## src/rtl/img_proc_pkg.sv

```systemverilog
// Shared types and constants for the image-processor front end.
// Holds the row-sequencer state enum and the BMP row padding helper.
package img_proc_pkg;

    typedef enum logic [2:0] {
        IDLE,
        WAIT_RDY,
        LOAD,
        SHIFT,
        PAD_SKIP,
        TAIL,
        GAP
    } img_seq_state_t;

    localparam int DEF_WIDTH  = 200;
    localparam int DEF_HEIGHT = 250;
    localparam int DEF_DEPTH  = 3;

    // BMP rows are padded up to a multiple of four bytes
    function automatic int calc_pad(input int row_bytes);
        return (4 - (row_bytes % 4)) % 4;
    endfunction

endpackage

```

## src/rtl/img_bit_serializer.sv

```systemverilog
// MSB-first byte serializer with a two-cycle strobe per bit.
// unproc_clk idles high; data changes only on the low phase.
module img_bit_serializer (
    input  logic       clock,
    input  logic       reset,
    input  logic       load,
    input  logic [7:0] byte_in,
    output logic       unproc_clk,
    output logic       data_out,
    output logic       done
);

    logic [6:0] rest;
    logic [2:0] bit_idx;
    logic       phase;
    logic       active;

    always_ff @(posedge clock or negedge reset) begin
        if (!reset) begin
            rest       <= '0;
            bit_idx    <= '0;
            phase      <= 1'b0;
            active     <= 1'b0;
            unproc_clk <= 1'b1;
            data_out   <= 1'b0;
            done       <= 1'b0;
        end else begin
            done <= 1'b0;
            if (load) begin
                rest       <= byte_in[6:0];
                bit_idx    <= '0;
                phase      <= 1'b0;
                active     <= 1'b1;
                unproc_clk <= 1'b0;
                data_out   <= byte_in[7];
            end else if (active) begin
                if (!phase) begin
                    phase      <= 1'b1;
                    unproc_clk <= 1'b1;
                    done       <= (bit_idx == 3'd7);
                end else if (bit_idx == 3'd7) begin
                    active <= 1'b0;
                end else begin
                    phase      <= 1'b0;
                    unproc_clk <= 1'b0;
                    data_out   <= rest[6];
                    rest       <= {rest[5:0], 1'b0};
                    bit_idx    <= bit_idx + 3'd1;
                end
            end
        end
    end

endmodule

```

## src/rtl/img_row_sequencer.sv

```systemverilog
// Frame/row sequencer feeding the image processor serial port.
// Define IMG_SEQ_PAD_STRIP_EN to consume and drop BMP row padding.
module img_row_sequencer
    import img_proc_pkg::*;
#(
    parameter int WIDTH  = DEF_WIDTH,
    parameter int HEIGHT = DEF_HEIGHT,
    parameter int DEPTH  = DEF_DEPTH
) (
    input  logic                          clock,
    input  logic                          reset,
    input  logic                          start,
    input  logic [7:0]                    src_byte,
    input  logic                          src_valid,
    output logic                          src_ready,
    input  logic                          rx_ready,
    output logic                          valid,
    output logic                          unproc_clk,
    output logic                          data_out,
    output logic                          busy,
    output logic [$clog2(HEIGHT+1)-1:0]   row_count,
    output logic                          frame_done
);

    localparam int ROW_BYTES = WIDTH * DEPTH;
    localparam int PAD       = calc_pad(ROW_BYTES);
    localparam int BW        = $clog2(ROW_BYTES + 1);
    localparam int RW        = $clog2(HEIGHT + 1);
`ifdef IMG_SEQ_PAD_STRIP_EN
    localparam int SKIP = PAD;
`else
    localparam int SKIP = 0 * PAD;
`endif

    img_seq_state_t state;
    logic [BW-1:0]  byte_cnt;
    logic           armed;
    logic           load;
    logic           ser_done;
`ifdef IMG_SEQ_PAD_STRIP_EN
    logic [1:0]     pad_cnt;
`endif

    assign load = (state == LOAD) && src_valid && src_ready;

    img_bit_serializer u_ser (
        .clock      (clock),
        .reset      (reset),
        .load       (load),
        .byte_in    (src_byte),
        .unproc_clk (unproc_clk),
        .data_out   (data_out),
        .done       (ser_done)
    );

    always_ff @(posedge clock or negedge reset) begin
        if (!reset) begin
            state      <= IDLE;
            src_ready  <= 1'b0;
            valid      <= 1'b0;
            busy       <= 1'b0;
            row_count  <= '0;
            frame_done <= 1'b0;
            byte_cnt   <= '0;
            armed      <= 1'b0;
`ifdef IMG_SEQ_PAD_STRIP_EN
            pad_cnt    <= '0;
`endif
        end else begin
            // armed masks a start coinciding with reset release
            armed      <= 1'b1;
            frame_done <= 1'b0;
            unique case (state)
                IDLE: if (start && armed) begin
                    busy      <= 1'b1;
                    row_count <= '0;
                    state     <= WAIT_RDY;
                end
                WAIT_RDY: if (rx_ready) begin
                    valid     <= 1'b1;
                    byte_cnt  <= '0;
                    src_ready <= 1'b1;
                    state     <= LOAD;
                end
                LOAD: if (src_valid) begin
                    src_ready <= 1'b0;
                    state     <= SHIFT;
                end
                SHIFT: if (ser_done) begin
                    byte_cnt <= byte_cnt + BW'(1);
                    if (byte_cnt != BW'(ROW_BYTES - 1)) begin
                        src_ready <= 1'b1;
                        state     <= LOAD;
                    end else if (SKIP != 0) begin
                        src_ready <= 1'b1;
                        state     <= PAD_SKIP;
`ifdef IMG_SEQ_PAD_STRIP_EN
                        pad_cnt   <= '0;
`endif
                    end else begin
                        state <= TAIL;
                    end
                end
`ifdef IMG_SEQ_PAD_STRIP_EN
                PAD_SKIP: if (src_valid) begin
                    pad_cnt <= pad_cnt + 2'd1;
                    if (pad_cnt == 2'(PAD - 1)) begin
                        src_ready <= 1'b0;
                        state     <= TAIL;
                    end
                end
`endif
                TAIL: begin
                    valid     <= 1'b0;
                    row_count <= row_count + RW'(1);
                    state     <= GAP;
                end
                GAP: if (row_count == RW'(HEIGHT)) begin
                    frame_done <= 1'b1;
                    busy       <= 1'b0;
                    state      <= IDLE;
                end else begin
                    state <= WAIT_RDY;
                end
                default: begin
                    src_ready <= 1'b0;
                    valid     <= 1'b0;
                    state     <= IDLE;
                end
            endcase
        end
    end

endmodule

```

## config.mk

```make
export PLATFORM = sky130hd
export DESIGN_NAME = img_row_sequencer
export DESIGN_NICKNAME = d
export VERILOG_FILES = /design/src/rtl/img_proc_pkg.sv /design/src/rtl/img_bit_serializer.sv /design/src/rtl/img_row_sequencer.sv
export SDC_FILE = /design/constraint.sdc
export NUM_CORES = 1
export LEC_CHECK = 0
export ABC_AREA = 0
export BUFFER_PORTS_ARGS = -buffer_cell sky130_fd_sc_hd__buf_4
export CAP_MARGIN = 20
export CORE_UTILIZATION = 40
export DETAILED_ROUTE_END_ITERATION = 8
export GPL_ROUTABILITY_DRIVEN = 1
export PLACE_DENSITY_LB_ADDON = 0.12
export SLEW_MARGIN = 5
export SYNTH_ARGS = -nofsm -noshare
export SYNTH_HDL_FRONTEND = slang
export SYNTH_SLANG_ARGS = --single-unit
```

## constraint.sdc

```tcl
create_clock -name clock -period 2.05 [get_ports clock]
set_clock_uncertainty 0.1 [all_clocks]
set_input_delay 0.41 -clock clock [delete_from_list [all_inputs] [get_ports clock]]
set_output_delay 0.41 -clock clock [all_outputs]
set_load 0.02 [all_outputs]
```

# Word level (Yosys, flattened, before mapping)
# Index checks and enable logic that the tools add are counted.
[totals]
regBits = 41
word_cells = 105
inputBits = 13
output_inout_bits = 14
[classes]
n_bitwise = 2
eq_ne = 16
muxes = 50
add_sub_neg = 3
n_reduce_logical = 19
[ops]
columns = ["op", "count"]
rows = [
  ["$mux W1", 28],
  ["$mux W7", 4],
  ["$mux W3", 9],
  ["$mux W10", 2],
  ["$pmux W10 S2", 1],
  ["$pmux W3 S6", 1],
  ["$pmux W8 S2", 1],
  ["$ne A2 B2 Y1 const B", 6],
  ["$add A10 B1 Y10 const B", 1],
  ["$ne A10 B10 Y1 const B", 1],
  ["$reduce_bool A2 Y1", 5],
  ["$eq A3 B3 Y1 const B", 3],
  ["$reduce_and A3 Y1", 3],
  ["$add A8 B1 Y8 const B", 1],
  ["$eq A8 B8 Y1 const B", 1],
  ["$mux W8", 1],
  ["$eq A3 B2 Y1 const B", 2],
  ["$reduce_and A2 Y1", 3],
  ["$reduce_and A5 Y1", 1],
  ["$pmux W1 S2", 2],
  ["$pmux W1 S4", 1],
  ["$reduce_and A4 Y1", 1],
  ["$reduce_or A4 Y1", 1],
  ["$add A3 B1 Y3 const B", 1],
  ["7 further kinds", 10],
]

# Depth between registers and ports, before layout
[depth]
ltp_word = 5
ltp_mapped = 6
mapped_depth_nobuf = 5

# Hierarchy
# Synthesis repeated with hierarchy kept, for this count alone.
[unflattened]
cells_unflattened = 216
area_unflattened_um2 = 2074.5
[by_module_without_submodules]
columns = ["module", "cells_each", "area_each_um2", "n_inst", "seq_area_each_um2"]
rows = [
  ["img_row_sequencer", 146, 1398.8, 1, 650.6],
  ["img_bit_serializer", 70, 675.6, 1, 376.6],
]

# Worst setup path before layout
# Ideal clock, no wire load.
[synth_timing]
path_type = "flip-flop to flip-flop"
start = "reg u_ser.bit_idx[0]"
end = "reg u_ser.data_out"
setup_ns = 0.125
required_ns = 1.825
setup_slack_ns = 0.160
period_less_slack_ns = 1.890
stages_incl_launch_ff = 7
arrival_ns = 1.665
path_buffers = 1
path_cell_list = "dfrtp_1 -> ha_1 -> ha_1 -> nand3b_1 -> buf_2 -> mux2_2 -> mux2_2"
[synth_via]
elab_chain_len = 3
[synth_lines]
columns = ["element", "line_no", "text"]
rows = [
  ["start, declared", "img_bit_serializer.sv:14", "logic [2:0] bit_idx;"],
  ["start signal, assigned", "img_bit_serializer.sv:48", "bit_idx <= bit_idx + 3'd1;"],
  ["$eq A3 B3 Y1", "img_bit_serializer.sv:41", "end else if (bit_idx == 3'd7) begin"],
  ["$ne A2 B2 Y1 (no source line)", "--", ""],
  ["$reduce_and A3 Y1 (no source line)", "--", ""],
  ["end signal, assigned", "img_bit_serializer.sv:35", "data_out <= byte_in[7];"],
  ["end signal, assigned", "img_bit_serializer.sv:46", "data_out <= rest[6];"],
  ["end, declared", "img_bit_serializer.sv:9", "output logic data_out,"],
]
# Every way passes these cells.
# A chain may end at the register's enable or synchronous reset.

# Final worst setup path
[layout_timing]
start = "reg u_ser.bit_idx[0]"
end = "reg u_ser.rest[5]"
[layout_via]
elab_chain_len = 3
[layout_lines]
columns = ["element", "line_no", "text"]
rows = [
  ["$eq A3 B3 Y1", "img_bit_serializer.sv:41", ""],
  ["$ne A2 B2 Y1 (no source line)", "--", ""],
  ["$reduce_and A3 Y1 (no source line)", "--", ""],
  ["end signal, assigned", "img_bit_serializer.sv:30", "rest <= byte_in[6:0];"],
  ["end signal, assigned", "img_bit_serializer.sv:47", "rest <= {rest[5:0], 1'b0};"],
  ["end, declared", "img_bit_serializer.sv:13", "logic [6:0] rest;"],
]
# Every way passes these cells.

==> results.md <==
- GP Congestion: 0.767
- Final min period: 1.90 ns
- Drt drc: 0
- Antenna Violating Nets Remaining: 0
- Final Core Density: 0.504
- Worst vdd ir: 0.000535 V
- Final Power: 0.00227 W
- Critical-path top delay cell: dfrtp_1
- Status: finished with violations
- Startpoint types: flop
- Sw Pwr: 0.000638 W
- HP Class: in2async
- DR vias: 1649
- DR WL/cell: 14.2 um
- Drt first pass iters: 4
- IO buf count: 26
- Worst hold margin: -0.00655 ns
- Total CTS buffers: 5
- R2R cell count: 6
- Synth Cell Area: 2190 um2
- CP Data Required Time: 2.12 ns
- Sw Ratio: 0.281
- Power share of the combinational group: 0.224
- Die width: 75.9 um
- PwrDens: 871 nW/um2
- Core Rows: 26
- DR vias/cell: 5.27
- Violated checks: hold timing
- Crit share post-route: 0.925
- Sequential share of power: 0.495
- Synth Flop Type: dfrtp_1
- Largest net degree at the start of global routing: 42
- Final setup vio count: 0
- Cell Int Power: 0.00163 W
- Syn Inst Count: 209
- Worst-margin pin slew: 0.530 ns
- Post-CTS setup buffers: 0
- Starting Density: 0.423
- CP Max Fanout: 12
- Pleak: 1.20 nW
- Final-report max-slew violation count: 0
- Crit end category: flop
- Worst skew pair latency: 0.29 ns
- Initial antenna violation count: 0
- Largest stage delay, worst path: 0.40 ns
- Synthesized area per cell: 10.5 um2
- Reg2reg start: u_ser.bit_idx[0]
- Clock sinks: 41
- WP data arrival: 1.97 ns
- DIE AREA: 5770 um2
- Register area share after synthesis: 0.470
- FMAX: 0.527 GHz
- Synth unique cells: 46
- Synth area leaders: dfrtp_1 (46%), mux2_2 (7.2%), mux2i_1 (6.4%)
- Seq cells post-synth: 41
- Post-synth ARST share: 1.00
- GRT Total Usage: 0.169
- Vias in the first global route: 1666
- Slew HR: 0.647
- Hold-fix buffers, CTS: 0
- Largest area contributor in the netlist: dfrtp_1
- Synth warnings: 0
- Layout area overhead: 19.1%
- Setup_tns: 0 ns
- Worst R2R Setup Slack: 0.15 ns
- Clock share of power: 0.281
- Number of synthesized flops with an enable pin: 0
- Number of max-cap violations: 0
- Worst-path clk slew: 0.08 ns
- Core area: 5170 um2
- Critical Path, Cell by Cell: ha_1 -> ha_1 -> nand3b_1 -> buf_4 -> mux2_2 -> mux2_2
- R2R Path End: u_ser.rest[5]
- Initial DRC Count: 152
- Die H: 75.9 um
- H-tree depth: 2
- Yosys top cell area share: 0.458
- Clock tree root driver cell: clkbuf_8
- Number of I/O pins: 27
- Congestion Overflow GR: 0
- CTS-repair resized insts: 0
- Unrepaired setup endpoints after global routing: no
- Final #Nets: 260
- Post-Route WL: 4440 um
- Final Hold Viols: 14
- Layout cells sized above 1: 0.247
- CTS tree: yes
- Crit Path Class: reg2reg
- Antenna diode count: 0
- Global-route wire length before repair: 7890 um
- Syn_nets: 227
- Detailed placer's ending HPWL: 3050 um
- Clock Path Buffers: 2
## layout make-up
type | instances | area [um2]
fillers | 484 | 2570
multi-input cells | 149 | 1080
flip-flops and latches | 41 | 1030
repair buffers | 35 | 263
well taps | 70 | 87.6
clock buffers | 6 | 72.6
inverters | 10 | 37.5
clock inverters | 2 | 35.0
## routing by layer
layer | vias up | share of wire | track usage
met2 | 35 | 0.46 | 0.262
met5 | - | 0 | 0
li1 | 823 | - | -
met1 | 786 | 0.49 | 0.230
met4 | 0 | 0.012 | 0.0635
met3 | 5 | 0.037 | 0.0373
## synthesized netlist by cell type, types with 3 or more instances
cell type and n:
o211ai_1 3, o21a_1 3, and3_1 3, nor4_1 4, mux2_2 14, a21oi_1 5
nand2b_1 9, nand3b_1 6, nand4_1 4, dfrtp_1 40, nor2b_1 3, mux2i_1 14
nor2_1 6, nand3_1 3, nor3_1 3, a21boi_0 4, ha_1 5, o21ai_0 10
inv_1 10, nand2_1 17, clkbuf_1 6, or4_1 4
## placed cells by master, fill, tap and decap left out, types with 2 or more instances in the layout
master and instances:
a21boi_0 4, a21oi_1 5, a22o_1 2, a31oi_1 2, and3_1 3, buf_4 35, clkbuf_8 5, dfrtp_1 40
ha_1 5, inv_1 10, mux2_2 14, mux2i_1 14, nand2_1 17, nand2b_1 9, nand3_1 3, nand3b_1 6
nand4_1 4, nand4b_1 2, nand4bb_1 2, nor2_1 6, nor2b_1 3, nor3_1 3, nor3b_1 2, nor4_1 4
o211ai_1 3, o21a_1 3, o21ai_0 10, o21bai_1 2, o22ai_1 2, o31ai_1 2, or4_1 4
## per-stage QoR
step	worst slack [ns]	cell area (um2)	std cells
after detailed placement	0.144	2500	305
final	0.153	2610	313
after global placement	0.193	2500	305
after global routing	0.0782	2610	313
after CTS	0.138	2610	313
after floorplan	0.160	2190	209
## how the worst max path moves through the flow
stage / from / to / slack, ns / cells after the start
global route: u_ser.bit_idx[0] / u_ser.rest[3] / 0.08 / 6
floorplan: u_ser.bit_idx[0] / u_ser.data_out / 0.16 / 6
CTS: u_ser.bit_idx[0] / u_ser.rest[5] / 0.14 / 6
detailed placement: u_ser.bit_idx[0] / u_ser.rest[1] / 0.14 / 6
finish: u_ser.bit_idx[0] / u_ser.rest[5] / 0.15 / 6
global placement: u_ser.bit_idx[0] / u_ser.data_out / 0.19 / 6
## sequential cells by signal, indices dropped and copies added, names as in the netlist
| name | count |
|---|---|
| byte_cnt | 10 |
| row_count | 8 |
| u_ser.rest | 7 |
| state | 3 |
| u_ser.bit_idx | 3 |
| armed | 1 |
| busy | 1 |
| frame_done | 1 |
| src_ready | 1 |
| u_ser.active | 1 |
| u_ser.data_out | 1 |
| u_ser.done | 1 |
| u_ser.phase | 1 |
| u_ser.unproc_clk | 1 |
| valid | 1 |
## worst max-delay path: cells and delay by family (launching register included)
kind          cells  cell delay (ns)
flops             1             0.40
mux               2             0.52
buf+inv           1             0.19
fa+ha+maj         2             0.41
simple gates      1             0.15
## kinds of logic (layout without fill, tap and decap cells)
kind of cell             after synthesis  after routing  synth area share
other                                  1              1           0.00171
multiplexers                          28             28             0.136
AO/OA/AOI/OAI                         41             41             0.125
XOR/XNOR                               1              1           0.00401
adder cells (fa/ha/maj)                5              5            0.0286
buffers and inverters                 19             53            0.0355
flip-flops                            41             41             0.470
AND/OR/NAND/NOR                       73             73             0.199
## power groups by stage
| stage | Combinational (W) | Sequential [W] | Clock, W |
|---|---|---|---|
| floorplan | 0.000296 | 0.00116 | 0 |
| global placement | 0.000508 | 0.00113 | 0 |
| detailed placement | 0.000517 | 0.00114 | 0 |
| CTS | 0.000519 | 0.00112 | 0.000664 |
| global route | 0.000576 | 0.00115 | 0.000691 |
| finish | 0.000508 | 0.00112 | 0.000638 |
Power figures use the tool's default switching activity.
